**config.mk**
```make
export PLATFORM = sky130hd
export DESIGN_NAME = vexriscv_dbus_axi_bridge_flat
export DESIGN_NICKNAME = d
export VERILOG_FILES = /design/src/rtl/vexriscv_axi_pkg.sv /design/src/rtl/vexriscv_dbus_axi_bridge_if.sv /design/src/rtl/vexriscv_dbus_axi_bridge.sv /design/src/flat_wrapper.sv
export SDC_FILE = /design/constraint.sdc
export NUM_CORES = 1
export LEC_CHECK = 0
export ABC_AREA = 1
export CAP_MARGIN = 10
export CORE_MARGIN = 10
export CORE_UTILIZATION = 41
export DETAILED_ROUTE_END_ITERATION = 7
export PLACE_DENSITY_LB_ADDON = 0.05
export SLEW_MARGIN = 20
export SYNTH_ARGS = -nofsm -noshare
export SYNTH_HDL_FRONTEND = slang
export SYNTH_SLANG_ARGS = --single-unit
```
**constraint.sdc**
```tcl
create_clock -name ap_clk -period 1.8 [get_ports ap_clk]
set_clock_uncertainty 0.1 [all_clocks]
set_input_delay 0.45 -clock ap_clk [delete_from_list [all_inputs] [get_ports ap_clk]]
set_output_delay 0.45 -clock ap_clk [all_outputs]
set_load 0.01 [all_outputs]
```
**src/rtl/vexriscv_axi_pkg.sv**
```systemverilog
// Shared types and AXI constants for the VexRiscv dBus to AXI4 bridge.
// size_to_len maps a dBus log2 transfer size onto an AXI INCR burst length.
package vexriscv_axi_pkg;

    typedef enum logic [2:0] {
        ST_IDLE,
        ST_RD_ADDR,
        ST_RD_DATA,
        ST_WR_XFER,
        ST_WR_RESP
    } state_e;

    localparam logic [1:0] AXI_BURST_INCR = 2'b01;
    localparam logic [2:0] AXI_SIZE_4B    = 3'b010;
    localparam logic [1:0] RESP_OKAY      = 2'b00;

    // Transfers of one word or less still occupy a full 32-bit beat.
    function automatic logic [7:0] size_to_len(input logic [2:0] size);
        logic [7:0] beats;
        if (size <= 3'd2) begin
            beats = 8'd1;
        end else begin
            beats = 8'd1 << (size - 3'd2);
        end
        return beats - 8'd1;
    endfunction

endpackage

```
**src/rtl/vexriscv_dbus_axi_bridge_if.sv**
```systemverilog
// Bundles the VexRiscv dBus cmd/rsp channel and the AXI4 master channels.
// The master modport is the bridge's view; slave is the core plus memory side.
interface vexriscv_dbus_axi_bridge_if #(
    parameter int ADDR_W = 64
);
    logic              dbus_cmd_valid;
    logic              dbus_cmd_ready;
    logic              dbus_cmd_wr;
    logic [31:0]       dbus_cmd_address;
    logic [31:0]       dbus_cmd_data;
    logic [3:0]        dbus_cmd_mask;
    logic [2:0]        dbus_cmd_size;
    logic              dbus_cmd_last;
    logic              dbus_rsp_valid;
    logic              dbus_rsp_last;
    logic [31:0]       dbus_rsp_data;
    logic              dbus_rsp_error;

    logic              m_axi_awvalid;
    logic              m_axi_awready;
    logic [ADDR_W-1:0] m_axi_awaddr;
    logic [7:0]        m_axi_awlen;
    logic [2:0]        m_axi_awsize;
    logic [1:0]        m_axi_awburst;
    logic              m_axi_wvalid;
    logic              m_axi_wready;
    logic [31:0]       m_axi_wdata;
    logic [3:0]        m_axi_wstrb;
    logic              m_axi_wlast;
    logic              m_axi_bvalid;
    logic              m_axi_bready;
    logic [1:0]        m_axi_bresp;
    logic              m_axi_arvalid;
    logic              m_axi_arready;
    logic [ADDR_W-1:0] m_axi_araddr;
    logic [7:0]        m_axi_arlen;
    logic [2:0]        m_axi_arsize;
    logic [1:0]        m_axi_arburst;
    logic              m_axi_rvalid;
    logic              m_axi_rready;
    logic [31:0]       m_axi_rdata;
    logic [1:0]        m_axi_rresp;
    logic              m_axi_rlast;

    modport master (
        input  dbus_cmd_valid, dbus_cmd_wr, dbus_cmd_address, dbus_cmd_data,
               dbus_cmd_mask, dbus_cmd_size, dbus_cmd_last,
        output dbus_cmd_ready, dbus_rsp_valid, dbus_rsp_last, dbus_rsp_data, dbus_rsp_error,
        output m_axi_awvalid, m_axi_awaddr, m_axi_awlen, m_axi_awsize, m_axi_awburst,
        input  m_axi_awready,
        output m_axi_wvalid, m_axi_wdata, m_axi_wstrb, m_axi_wlast,
        input  m_axi_wready,
        input  m_axi_bvalid, m_axi_bresp,
        output m_axi_bready,
        output m_axi_arvalid, m_axi_araddr, m_axi_arlen, m_axi_arsize, m_axi_arburst,
        input  m_axi_arready,
        input  m_axi_rvalid, m_axi_rdata, m_axi_rresp, m_axi_rlast,
        output m_axi_rready
    );

    modport slave (
        output dbus_cmd_valid, dbus_cmd_wr, dbus_cmd_address, dbus_cmd_data,
               dbus_cmd_mask, dbus_cmd_size, dbus_cmd_last,
        input  dbus_cmd_ready, dbus_rsp_valid, dbus_rsp_last, dbus_rsp_data, dbus_rsp_error,
        input  m_axi_awvalid, m_axi_awaddr, m_axi_awlen, m_axi_awsize, m_axi_awburst,
        output m_axi_awready,
        input  m_axi_wvalid, m_axi_wdata, m_axi_wstrb, m_axi_wlast,
        output m_axi_wready,
        output m_axi_bvalid, m_axi_bresp,
        input  m_axi_bready,
        input  m_axi_arvalid, m_axi_araddr, m_axi_arlen, m_axi_arsize, m_axi_arburst,
        output m_axi_arready,
        output m_axi_rvalid, m_axi_rdata, m_axi_rresp, m_axi_rlast,
        input  m_axi_rready
    );

endinterface

```
**src/rtl/vexriscv_dbus_axi_bridge.sv**
```systemverilog
// Single-outstanding bridge from the VexRiscv data-cache dBus to an AXI4 master,
// with low-address relocation onto a host buffer base.
module vexriscv_dbus_axi_bridge
    import vexriscv_axi_pkg::*;
#(
    parameter int ADDR_W     = 64,
    parameter int DATA_W     = 32,
    parameter int BEAT_CNT_W = 6
) (
    input  logic                ap_clk,
    input  logic                ap_rst_n,
    input  logic [31:0]         abs_address_i,
    input  logic [ADDR_W-1:0]   base_offset_i,
    output logic                busy_o,
    vexriscv_dbus_axi_bridge_if.master bus
);

    state_e                  state_q;
    logic [ADDR_W-1:0]       addr_q;
    logic [ADDR_W-1:0]       addr_d;
    logic [7:0]              len_q;
    logic [BEAT_CNT_W-1:0]   wCnt_q;
    logic                    awDone_q;
    logic                    wDone_q;
    logic                    rspValid_q;
    logic                    rspLast_q;
    logic                    rspError_q;
    logic [DATA_W-1:0]       rspData_q;

    logic awValid;
    logic wValid;
    logic wLast;
    logic awFire;
    logic wFire;
    logic unused_ok;

    // Addresses above the threshold already point into device space.
    assign addr_d = (bus.dbus_cmd_address > abs_address_i)
                  ? ADDR_W'(bus.dbus_cmd_address)
                  : base_offset_i + ADDR_W'(bus.dbus_cmd_address);

    assign awValid = (state_q == ST_WR_XFER) && !awDone_q;
    assign wValid  = (state_q == ST_WR_XFER) && !wDone_q && bus.dbus_cmd_valid;
    assign wLast   = (8'(wCnt_q) == len_q);
    assign awFire  = awValid && bus.m_axi_awready;
    assign wFire   = wValid && bus.m_axi_wready;

    assign bus.dbus_cmd_ready = ((state_q == ST_IDLE) && bus.dbus_cmd_valid && !bus.dbus_cmd_wr)
                              || ((state_q == ST_WR_XFER) && !wDone_q && bus.m_axi_wready);
    assign bus.dbus_rsp_valid = rspValid_q;
    assign bus.dbus_rsp_last  = rspLast_q;
    assign bus.dbus_rsp_data  = rspData_q;
    assign bus.dbus_rsp_error = rspError_q;

    assign bus.m_axi_awvalid = awValid;
    assign bus.m_axi_awaddr  = addr_q;
    assign bus.m_axi_awlen   = len_q;
    assign bus.m_axi_awsize  = AXI_SIZE_4B;
    assign bus.m_axi_awburst = AXI_BURST_INCR;
    assign bus.m_axi_wvalid  = wValid;
    assign bus.m_axi_wdata   = bus.dbus_cmd_data;
    assign bus.m_axi_wstrb   = bus.dbus_cmd_mask;
    assign bus.m_axi_wlast   = wLast;
    assign bus.m_axi_bready  = (state_q == ST_WR_RESP);
    assign bus.m_axi_arvalid = (state_q == ST_RD_ADDR);
    assign bus.m_axi_araddr  = addr_q;
    assign bus.m_axi_arlen   = len_q;
    assign bus.m_axi_arsize  = AXI_SIZE_4B;
    assign bus.m_axi_arburst = AXI_BURST_INCR;
    assign bus.m_axi_rready  = (state_q == ST_RD_DATA);

    assign busy_o = (state_q != ST_IDLE);

    // The core's own last flag is advisory; burst framing comes from wCnt_q.
    assign unused_ok = ^{bus.dbus_cmd_last, bus.m_axi_rresp[0], bus.m_axi_bresp[0]};

    always_ff @(posedge ap_clk or negedge ap_rst_n) begin
        if (!ap_rst_n) begin
            state_q    <= ST_IDLE;
            addr_q     <= '0;
            len_q      <= '0;
            wCnt_q     <= '0;
            awDone_q   <= 1'b0;
            wDone_q    <= 1'b0;
            rspValid_q <= 1'b0;
            rspLast_q  <= 1'b0;
            rspError_q <= 1'b0;
            rspData_q  <= '0;
        end else begin
            rspValid_q <= 1'b0;
            case (state_q)
                ST_IDLE: begin
                    if (bus.dbus_cmd_valid) begin
                        addr_q   <= addr_d;
                        len_q    <= size_to_len(bus.dbus_cmd_size);
                        wCnt_q   <= '0;
                        awDone_q <= 1'b0;
                        wDone_q  <= 1'b0;
                        state_q  <= bus.dbus_cmd_wr ? ST_WR_XFER : ST_RD_ADDR;
                    end
                end
                ST_RD_ADDR: begin
                    if (bus.m_axi_arready) begin
                        state_q <= ST_RD_DATA;
                    end
                end
                ST_RD_DATA: begin
                    if (bus.m_axi_rvalid) begin
                        rspValid_q <= 1'b1;
                        rspData_q  <= bus.m_axi_rdata;
                        rspLast_q  <= bus.m_axi_rlast;
                        rspError_q <= bus.m_axi_rresp[1];
                        if (bus.m_axi_rlast) begin
                            state_q <= ST_IDLE;
                        end
                    end
                end
                ST_WR_XFER: begin
                    if (awFire) begin
                        awDone_q <= 1'b1;
                    end
                    if (wFire) begin
                        wCnt_q <= wCnt_q + BEAT_CNT_W'(1);
                        if (wLast) begin
                            wDone_q <= 1'b1;
                        end
                    end
                    if ((awDone_q || awFire) && (wDone_q || (wFire && wLast))) begin
                        state_q <= ST_WR_RESP;
                    end
                end
                ST_WR_RESP: begin
                    if (bus.m_axi_bvalid) begin
                        rspValid_q <= 1'b1;
                        rspData_q  <= '0;
                        rspLast_q  <= 1'b1;
                        rspError_q <= bus.m_axi_bresp[1];
                        state_q    <= ST_IDLE;
                    end
                end
                default: state_q <= ST_IDLE;
            endcase
        end
    end

endmodule
```
**src/flat_wrapper.sv**
```systemverilog
// flat-port wrapper written by rule: the top's interface ports become plain ports
module vexriscv_dbus_axi_bridge_flat import vexriscv_axi_pkg::*;
#(
    parameter int ADDR_W     = 64,
    parameter int DATA_W     = 32,
    parameter int BEAT_CNT_W = 6
)
  (ap_clk, ap_rst_n, abs_address_i, base_offset_i, busy_o, bus_dbus_cmd_valid, bus_dbus_cmd_wr, bus_dbus_cmd_address, bus_dbus_cmd_data, bus_dbus_cmd_mask, bus_dbus_cmd_size, bus_dbus_cmd_last, bus_dbus_cmd_ready, bus_dbus_rsp_valid, bus_dbus_rsp_last, bus_dbus_rsp_data, bus_dbus_rsp_error, bus_m_axi_awvalid, bus_m_axi_awaddr, bus_m_axi_awlen, bus_m_axi_awsize, bus_m_axi_awburst, bus_m_axi_awready, bus_m_axi_wvalid, bus_m_axi_wdata, bus_m_axi_wstrb, bus_m_axi_wlast, bus_m_axi_wready, bus_m_axi_bvalid, bus_m_axi_bresp, bus_m_axi_bready, bus_m_axi_arvalid, bus_m_axi_araddr, bus_m_axi_arlen, bus_m_axi_arsize, bus_m_axi_arburst, bus_m_axi_arready, bus_m_axi_rvalid, bus_m_axi_rdata, bus_m_axi_rresp, bus_m_axi_rlast, bus_m_axi_rready);
  vexriscv_dbus_axi_bridge_if #(.ADDR_W(ADDR_W)) bus_i ();
  input  logic ap_clk;
  input  logic ap_rst_n;
  input  logic [31:0] abs_address_i;
  input  logic [ADDR_W-1:0] base_offset_i;
  output logic busy_o;
  input wire logic [$bits(bus_i.dbus_cmd_valid)-1:0] bus_dbus_cmd_valid;
  input wire logic [$bits(bus_i.dbus_cmd_wr)-1:0] bus_dbus_cmd_wr;
  input wire logic [$bits(bus_i.dbus_cmd_address)-1:0] bus_dbus_cmd_address;
  input wire logic [$bits(bus_i.dbus_cmd_data)-1:0] bus_dbus_cmd_data;
  input wire logic [$bits(bus_i.dbus_cmd_mask)-1:0] bus_dbus_cmd_mask;
  input wire logic [$bits(bus_i.dbus_cmd_size)-1:0] bus_dbus_cmd_size;
  input wire logic [$bits(bus_i.dbus_cmd_last)-1:0] bus_dbus_cmd_last;
  output wire logic [$bits(bus_i.dbus_cmd_ready)-1:0] bus_dbus_cmd_ready;
  output wire logic [$bits(bus_i.dbus_rsp_valid)-1:0] bus_dbus_rsp_valid;
  output wire logic [$bits(bus_i.dbus_rsp_last)-1:0] bus_dbus_rsp_last;
  output wire logic [$bits(bus_i.dbus_rsp_data)-1:0] bus_dbus_rsp_data;
  output wire logic [$bits(bus_i.dbus_rsp_error)-1:0] bus_dbus_rsp_error;
  output wire logic [$bits(bus_i.m_axi_awvalid)-1:0] bus_m_axi_awvalid;
  output wire logic [$bits(bus_i.m_axi_awaddr)-1:0] bus_m_axi_awaddr;
  output wire logic [$bits(bus_i.m_axi_awlen)-1:0] bus_m_axi_awlen;
  output wire logic [$bits(bus_i.m_axi_awsize)-1:0] bus_m_axi_awsize;
  output wire logic [$bits(bus_i.m_axi_awburst)-1:0] bus_m_axi_awburst;
  input wire logic [$bits(bus_i.m_axi_awready)-1:0] bus_m_axi_awready;
  output wire logic [$bits(bus_i.m_axi_wvalid)-1:0] bus_m_axi_wvalid;
  output wire logic [$bits(bus_i.m_axi_wdata)-1:0] bus_m_axi_wdata;
  output wire logic [$bits(bus_i.m_axi_wstrb)-1:0] bus_m_axi_wstrb;
  output wire logic [$bits(bus_i.m_axi_wlast)-1:0] bus_m_axi_wlast;
  input wire logic [$bits(bus_i.m_axi_wready)-1:0] bus_m_axi_wready;
  input wire logic [$bits(bus_i.m_axi_bvalid)-1:0] bus_m_axi_bvalid;
  input wire logic [$bits(bus_i.m_axi_bresp)-1:0] bus_m_axi_bresp;
  output wire logic [$bits(bus_i.m_axi_bready)-1:0] bus_m_axi_bready;
  output wire logic [$bits(bus_i.m_axi_arvalid)-1:0] bus_m_axi_arvalid;
  output wire logic [$bits(bus_i.m_axi_araddr)-1:0] bus_m_axi_araddr;
  output wire logic [$bits(bus_i.m_axi_arlen)-1:0] bus_m_axi_arlen;
  output wire logic [$bits(bus_i.m_axi_arsize)-1:0] bus_m_axi_arsize;
  output wire logic [$bits(bus_i.m_axi_arburst)-1:0] bus_m_axi_arburst;
  input wire logic [$bits(bus_i.m_axi_arready)-1:0] bus_m_axi_arready;
  input wire logic [$bits(bus_i.m_axi_rvalid)-1:0] bus_m_axi_rvalid;
  input wire logic [$bits(bus_i.m_axi_rdata)-1:0] bus_m_axi_rdata;
  input wire logic [$bits(bus_i.m_axi_rresp)-1:0] bus_m_axi_rresp;
  input wire logic [$bits(bus_i.m_axi_rlast)-1:0] bus_m_axi_rlast;
  output wire logic [$bits(bus_i.m_axi_rready)-1:0] bus_m_axi_rready;
  assign bus_i.dbus_cmd_valid = bus_dbus_cmd_valid;
  assign bus_i.dbus_cmd_wr = bus_dbus_cmd_wr;
  assign bus_i.dbus_cmd_address = bus_dbus_cmd_address;
  assign bus_i.dbus_cmd_data = bus_dbus_cmd_data;
  assign bus_i.dbus_cmd_mask = bus_dbus_cmd_mask;
  assign bus_i.dbus_cmd_size = bus_dbus_cmd_size;
  assign bus_i.dbus_cmd_last = bus_dbus_cmd_last;
  assign bus_dbus_cmd_ready = bus_i.dbus_cmd_ready;
  assign bus_dbus_rsp_valid = bus_i.dbus_rsp_valid;
  assign bus_dbus_rsp_last = bus_i.dbus_rsp_last;
  assign bus_dbus_rsp_data = bus_i.dbus_rsp_data;
  assign bus_dbus_rsp_error = bus_i.dbus_rsp_error;
  assign bus_m_axi_awvalid = bus_i.m_axi_awvalid;
  assign bus_m_axi_awaddr = bus_i.m_axi_awaddr;
  assign bus_m_axi_awlen = bus_i.m_axi_awlen;
  assign bus_m_axi_awsize = bus_i.m_axi_awsize;
  assign bus_m_axi_awburst = bus_i.m_axi_awburst;
  assign bus_i.m_axi_awready = bus_m_axi_awready;
  assign bus_m_axi_wvalid = bus_i.m_axi_wvalid;
  assign bus_m_axi_wdata = bus_i.m_axi_wdata;
  assign bus_m_axi_wstrb = bus_i.m_axi_wstrb;
  assign bus_m_axi_wlast = bus_i.m_axi_wlast;
  assign bus_i.m_axi_wready = bus_m_axi_wready;
  assign bus_i.m_axi_bvalid = bus_m_axi_bvalid;
  assign bus_i.m_axi_bresp = bus_m_axi_bresp;
  assign bus_m_axi_bready = bus_i.m_axi_bready;
  assign bus_m_axi_arvalid = bus_i.m_axi_arvalid;
  assign bus_m_axi_araddr = bus_i.m_axi_araddr;
  assign bus_m_axi_arlen = bus_i.m_axi_arlen;
  assign bus_m_axi_arsize = bus_i.m_axi_arsize;
  assign bus_m_axi_arburst = bus_i.m_axi_arburst;
  assign bus_i.m_axi_arready = bus_m_axi_arready;
  assign bus_i.m_axi_rvalid = bus_m_axi_rvalid;
  assign bus_i.m_axi_rdata = bus_m_axi_rdata;
  assign bus_i.m_axi_rresp = bus_m_axi_rresp;
  assign bus_i.m_axi_rlast = bus_m_axi_rlast;
  assign bus_m_axi_rready = bus_i.m_axi_rready;
  vexriscv_dbus_axi_bridge #(.ADDR_W(ADDR_W), .DATA_W(DATA_W), .BEAT_CNT_W(BEAT_CNT_W)) u_core (.ap_clk(ap_clk), .ap_rst_n(ap_rst_n), .abs_address_i(abs_address_i), .base_offset_i(base_offset_i), .busy_o(busy_o), .bus(bus_i));
endmodule
```
# Word level (Yosys, flattened, before mapping)
# Index checks and enable logic that the tools add are counted.
[word_totals] input_bits=214 out_inout_bits=233 reg_bits=118 wordCells=90
[op_classes] n_addsub=4 shifts=1 n_eq_ne=14 magnitude_cmp=2 n_reduce_logical=26 n_mux=33
[op_table] op="64-bit by 32-bit adder with 64-bit output" count=1
[op_table] op="32-bit 2-to-1 mux" count=2
[op_table] op="64-bit 2-to-1 mux" count=1
[op_table] op="32-bit case mux with 2 select lines" count=1
[op_table] op="32-bit greater-than comparator" count=1
[op_table] op="8-bit 2-to-1 mux" count=3
[op_table] op="3-bit 2-to-1 mux" count=6
[op_table] op="3-bit case mux with 5 select lines" count=1
[op_table] op="6-bit 2-to-1 mux" count=2
[op_table] op="6-bit case mux with 2 select lines" count=1
[op_table] op="1-bit logical AND" count=10
[op_table] op="1-bit 2-to-1 mux" count=10
[op_table] op="2-bit inequality test, second input constant" count=5
[op_table] op="1-bit case mux with 2 select lines" count=5
[op_table] op="3-bit AND reduction" count=3
[op_table] op="6-bit by 8-bit equality test with 1-bit output" count=1
[op_table] op="2-bit by 1-bit inequality test with 1-bit output, second input constant" count=4
[op_table] op="1-bit by 3-bit left shift with 8-bit output, first input constant" count=1
[op_table] op="8-bit by 1-bit subtractor with 8-bit output, second input constant" count=1
[op_table] op="6-bit by 1-bit adder with 6-bit output, second input constant" count=1
[op_table] op="3-bit by 2-bit equality test with 1-bit output, second input constant" count=2
[op_table] op="6-bit AND reduction" count=1
[op_table] op="4-bit AND reduction" count=1
[op_table] op="2-bit nonzero test" count=2
[op_table] op="10 further kinds" count=14

# Longest topological paths before layout
[depth] depth_word=9 depth_mapped=18 depth_no_buf=17

# Least setup slack after synthesis
# No wires, ideal clock.
[synth_path] path_kind="input port to flip-flop" startpoint="in bus_dbus_cmd_address[0]" endpoint="reg u_core.addr_q[32] (netlist: u_core.bus.m_axi_araddr[32])" setup_ns=0.117 cell_stages=13 t_arrival_ns=2.102 required_time_ns=1.583 slack_ns=-0.519 path_cell_list="ha_1 fa_1 nand3_1 nand3_1 nand2_1 nand2_1 nand2_1 nand2_1 nand2_1 nand2_1 or2_2 nand3_2 nand2_1"
[synth_between] elab_chain_cells=2
[synth_rtl] element="start: declaration" line_no="flat_wrapper.sv:17" text="input wire logic [$bits(bus_i.dbus_cmd_address)-1:0] bus_dbus_cmd_address;"
[synth_rtl] element="64-bit by 32-bit adder with 64-bit output / 32-bit greater-than comparator (equally long branches)" line_no="vexriscv_dbus_axi_bridge.sv:40, vexriscv_dbus_axi_bridge.sv:38"
[synth_rtl] element="64-bit 2-to-1 mux (*)" line_no="vexriscv_dbus_axi_bridge.sv:39" text="? ADDR_W'(bus.dbus_cmd_address)"
[synth_rtl] element="end signal: assignment" line_no="vexriscv_dbus_axi_bridge.sv:94" text="addr_q <= addr_d;"
[synth_rtl] element="end: declaration" line_no="vexriscv_dbus_axi_bridge.sv:19" text="logic [ADDR_W-1:0] addr_q;"
# Every way passes the cells marked *; elsewhere a longest branch is shown, timed or not.
# A chain may end at the register's enable or synchronous reset.

# Worst setup path after layout
[layout_path] startpoint="in bus_dbus_cmd_address[26]" endpoint="reg u_core.addr_q[59] (netlist: u_core.bus.m_axi_araddr[59])"
# The elaborated chain is that of the path after synthesis.

==> run summary <==
shortest period the worst path allows: 2.15 ns
per-cell routed wire length: 20.1 um
setup repair after global routing missed its margin: true
routed length on met1: 22.3 mm
Power Internal: 11.9 mW
post-DR vias/cell: 5.17
most used cells in the layout excluding fill and tap cells: sky130_fd_sc_hd__nand2_1, sky130_fd_sc_hd__buf_4, sky130_fd_sc_hd__inv_1
type of destination of the critical path: flop
total net switching power: 9.35 mW
die height: 187 um
fraction of layout instances using a drive strength above 1: 42.6%
final-layout fill cell count: 2,108
violated checks: negative setup slack
Worst IR Drop VDD: 0.709 mV
DRT iter0 DRCs: 995
number of enable flip-flop cells after synthesis: 0
Clk pwr share: 16.5%
first-pass GRT wire length: 80.1 mm
aggregate routed wire length: 56.4 mm
clock tree from TritonCTS: yes
final setup violating endpoints: 107
post-synth design cell area: 11,400 sq um
Yosys warning total: 0
uppermost layer routed: met5
Setup CP Type: input pin to flop
pin count of the biggest net entering global routing: 43
leakage power summed over all cells: 10.9 nW
Worst Slack Setup Final: -0.349 ns
first-pass iteration count of the detailed router: 7
number of routed nets with antenna violations: 0
detailed-route DRC error count: 0
proportion of power drawn by combinational gates: 60.2%
crit share post-route: 119%
clock sinks: 118
post-layout total power: 21.2 mW
global router's overall resource usage: 28.9%
remaining max-slew budget at the tightest pin: 65.8%
Total Die Area: 35,000 sq um
met3 routed wirelength: 4.58 mm
synthesized instance count: 1,829
routed via count: 14,500
maximum root-to-sink buffer count: 2
class of the tightest hold or removal check: input pin to flop
port buffer count: 361
proportion of synthesized flip-flops having asynchronous set or reset: 100%
most frequent standard cell in the layout excluding fill and tap cells: sky130_fd_sc_hd__nand2_1
proportion of power drawn by flip-flops and latches: 23.3%
met2 routed wirelength: 27.3 mm
grt total ovfl: 0
Worst Max-Slew Pin Slew: 0.513 ns
Root Buffer: sky130_fd_sc_hd__clkbuf_16
number of storage elements in the synthesis netlist: 118
top flip-flop cell by instance count after synthesis: sky130_fd_sc_hd__dfrtp_1
vias in the first global route: 14,300
highest net fanout along the worst path: 8
FP Rows: 61
overall die width: 187 um
count of different cell masters after synthesis: 46
number of non-filler instances in the completed layout: 2,802
clock-pin transition on the worst setup and hold timing paths: 0.07 ns
insertion delay to the later sink of the worst-skew pair: 0.43 ns
Final Max Slew Viols: 0
initial standard-cell utilization of the core: 41.4%
Data required, critical path: 2.07 ns
total area of multi-input combinational cells: 9350 sq um
max-capacitance violation count: 0
Clock H-tree levels: 4
outcome: complete, but fails checks
post-layout net count: 2,693
Fmax: 465 MHz
arrival time of data at the critical path endpoint: 2.42 ns
sequential cell area in the final layout: 2970 sq um
synthesized area divided by synthesized cell count: 6.26 sq um
layout overhead on the synthesized area: 84.7%
number of placed cells counting well taps: 2,688
number of primary I/O pins: 447
cts bufs inserted: 17
fraction of power spent switching nets: 44.1%
Final Wtd Congestion: 0.997
number of antenna violations at the first check in global routing: 4
Critical Path Start Type: input pin
power per cell area: 1000 nW/um^2
Hold Vio Cnt, Final: 0
floorplan core area: 27,600 sq um
share of the yosys chip area belonging to registers: 25.8%
post-detailed-placement half-perimeter wirelength: 40.6 mm
[synthesized netlist by cell type (19+ instances only)]
cell type / number / area [sq um]
sky130_fd_sc_hd__a21oi_1: 37 / 185
sky130_fd_sc_hd__o21ai_0: 47 / 235
sky130_fd_sc_hd__nand3b_1: 51 / 383
sky130_fd_sc_hd__nor3_1: 19 / 95.1
sky130_fd_sc_hd__xnor2_1: 26 / 228
sky130_fd_sc_hd__nor2_1: 115 / 432
sky130_fd_sc_hd__dfrtp_1: 118 / 2950
sky130_fd_sc_hd__nand4_1: 24 / 150
sky130_fd_sc_hd__ha_1: 70 / 876
sky130_fd_sc_hd__inv_1: 301 / 1130
sky130_fd_sc_hd__nand2_1: 654 / 2450
sky130_fd_sc_hd__nand3_1: 154 / 771
sky130_fd_sc_hd__buf_4: 119 / 893
[kinds of logic (layout without fill, tap and decap cells)]
logic type / count (synthesis) / after routing / share of synthesized area (%)
buffers and inverters: 456 / 1040 / 19.2
xor gates and xnor gates: 28 / 28 / 2.14
other: 2 / 13 / 0.0656
adders and majority gates: 71 / 71 / 7.83
AOI/OAI and AO/OA: 101 / 101 / 4.77
and+or+nand+nor: 1053 / 1053 / 40.2
DFF: 118 / 118 / 25.8
[power by group through the flow]
stage	clock, mW	sequential [mW]	combinational, mW
after CTS	3.49	4.87	11.0
final	3.50	4.94	12.8
after detailed placement	0	4.93	10.7
after global placement	0	4.89	10.5
after global routing	3.62	5.05	13.6
after floorplan	0	5.12	4.69
[worst paths after layout]
check / startpoint / endpoint / slack (ns) / cells after the start
worst max-delay path: bus_dbus_cmd_address[26] / u_core.bus.m_axi_araddr[59]$_DFFE_PN0P_ / -0.35 / 13
worst min-delay path: bus_dbus_cmd_address[7] / u_core.bus.m_axi_araddr[7]$_DFFE_PN0P_ / 0.28 / 4
worst max register to register: u_core.state_q[1]$_DFFE_PN0P_ / u_core.bus.dbus_rsp_data[9]$_DFFE_PN0P_ / -0.13 / 10
worst min register to register: u_core.bus.m_axi_araddr[60]$_DFFE_PN0P_ / u_core.bus.m_axi_araddr[60]$_DFFE_PN0P_ / 0.40 / 2
max in group asynchronous: ap_rst_n / u_core.bus.dbus_rsp_data[12]$_DFFE_PN0P_ / 0.66 / 3
min in group asynchronous: ap_rst_n / u_core.bus.m_axi_arlen[1]$_DFFE_PN0P_ / 0.38 / 2
[state kept, by name, indices dropped and copies added, names as in the netlist]
register                   cells
u_core.bus.dbus_rsp_error      1
u_core.state_q                 3
u_core.wCnt_q                  6
u_core.bus.dbus_rsp_data      32
u_core.bus.m_axi_araddr       64
u_core.awDone_q                1
u_core.bus.m_axi_arlen         8
u_core.bus.dbus_rsp_last       1
u_core.bus.dbus_rsp_valid      1
u_core.wDone_q                 1
[worst max-delay path: stages]
cell and delay [ns]:
sky130_fd_sc_hd__buf_12 0.11, sky130_fd_sc_hd__ha_4 0.25, sky130_fd_sc_hd__nand4_1 0.18, sky130_fd_sc_hd__buf_4 0.20
sky130_fd_sc_hd__nor3b_4 0.20, sky130_fd_sc_hd__buf_4 0.14, sky130_fd_sc_hd__buf_6 0.10, sky130_fd_sc_hd__nand2_8 0.07
sky130_fd_sc_hd__a21oi_4 0.24, sky130_fd_sc_hd__buf_12 0.19, sky130_fd_sc_hd__buf_12 0.15, sky130_fd_sc_hd__nand3_2 0.07
sky130_fd_sc_hd__nand2_1 0.06
[per-layer routing]
layer	up-vias	global-route usage [%]
met5	-	0
li1	6723	-
met3	145	7.05
met1	6936	34.4
met2	668	49.9
met4	2	9.77
[cell type report]
class	instances	area share, %
Antenna cell	3	0.0355
Sequential cell	118	14.0
Timing Repair Buffer	705	31.2
Inverter	303	5.55
Clock inverter	15	0.681
Multi-Input combinational cell	1263	44.2
Tap cell	378	2.24
Clock buffer	17	2.01
[timing repair]
action	CTS	global route
hold buffers	1	0
endpoints found under the hold margin	20	0
gates cloned	7	14
buffers inserted	53	24
endpoints found under the setup margin	263	118
gates resized for setup	907	452
pin swaps	164	187
[per-stage QoR]
| stage | hold slack [ns] | util, % | TNS (ns) | setup slack, ns | cell area [sq um] |
|---|---|---|---|---|---|
| 6_report | 0.281 | 76.5 | -22.57 | -0.349 | 21100 |
| 5_1_grt | 0.299 | 76.5 | -27.26 | -0.418 | 21100 |
| 4_1_cts | 0.315 | 70.8 | -18.52 | -0.334 | 19600 |
| 3_5_place_dp | 0.290 | 60.9 | -85.28 | -1.32 | 16800 |
| 3_3_place_gp | 0.293 | 60.9 | -84.62 | -1.34 | 16800 |
| 2_1_floorplan | 0.0544 | - | -15.24 | -0.296 | 11700 |
Note: power is estimated with default switching activity, not from simulation.
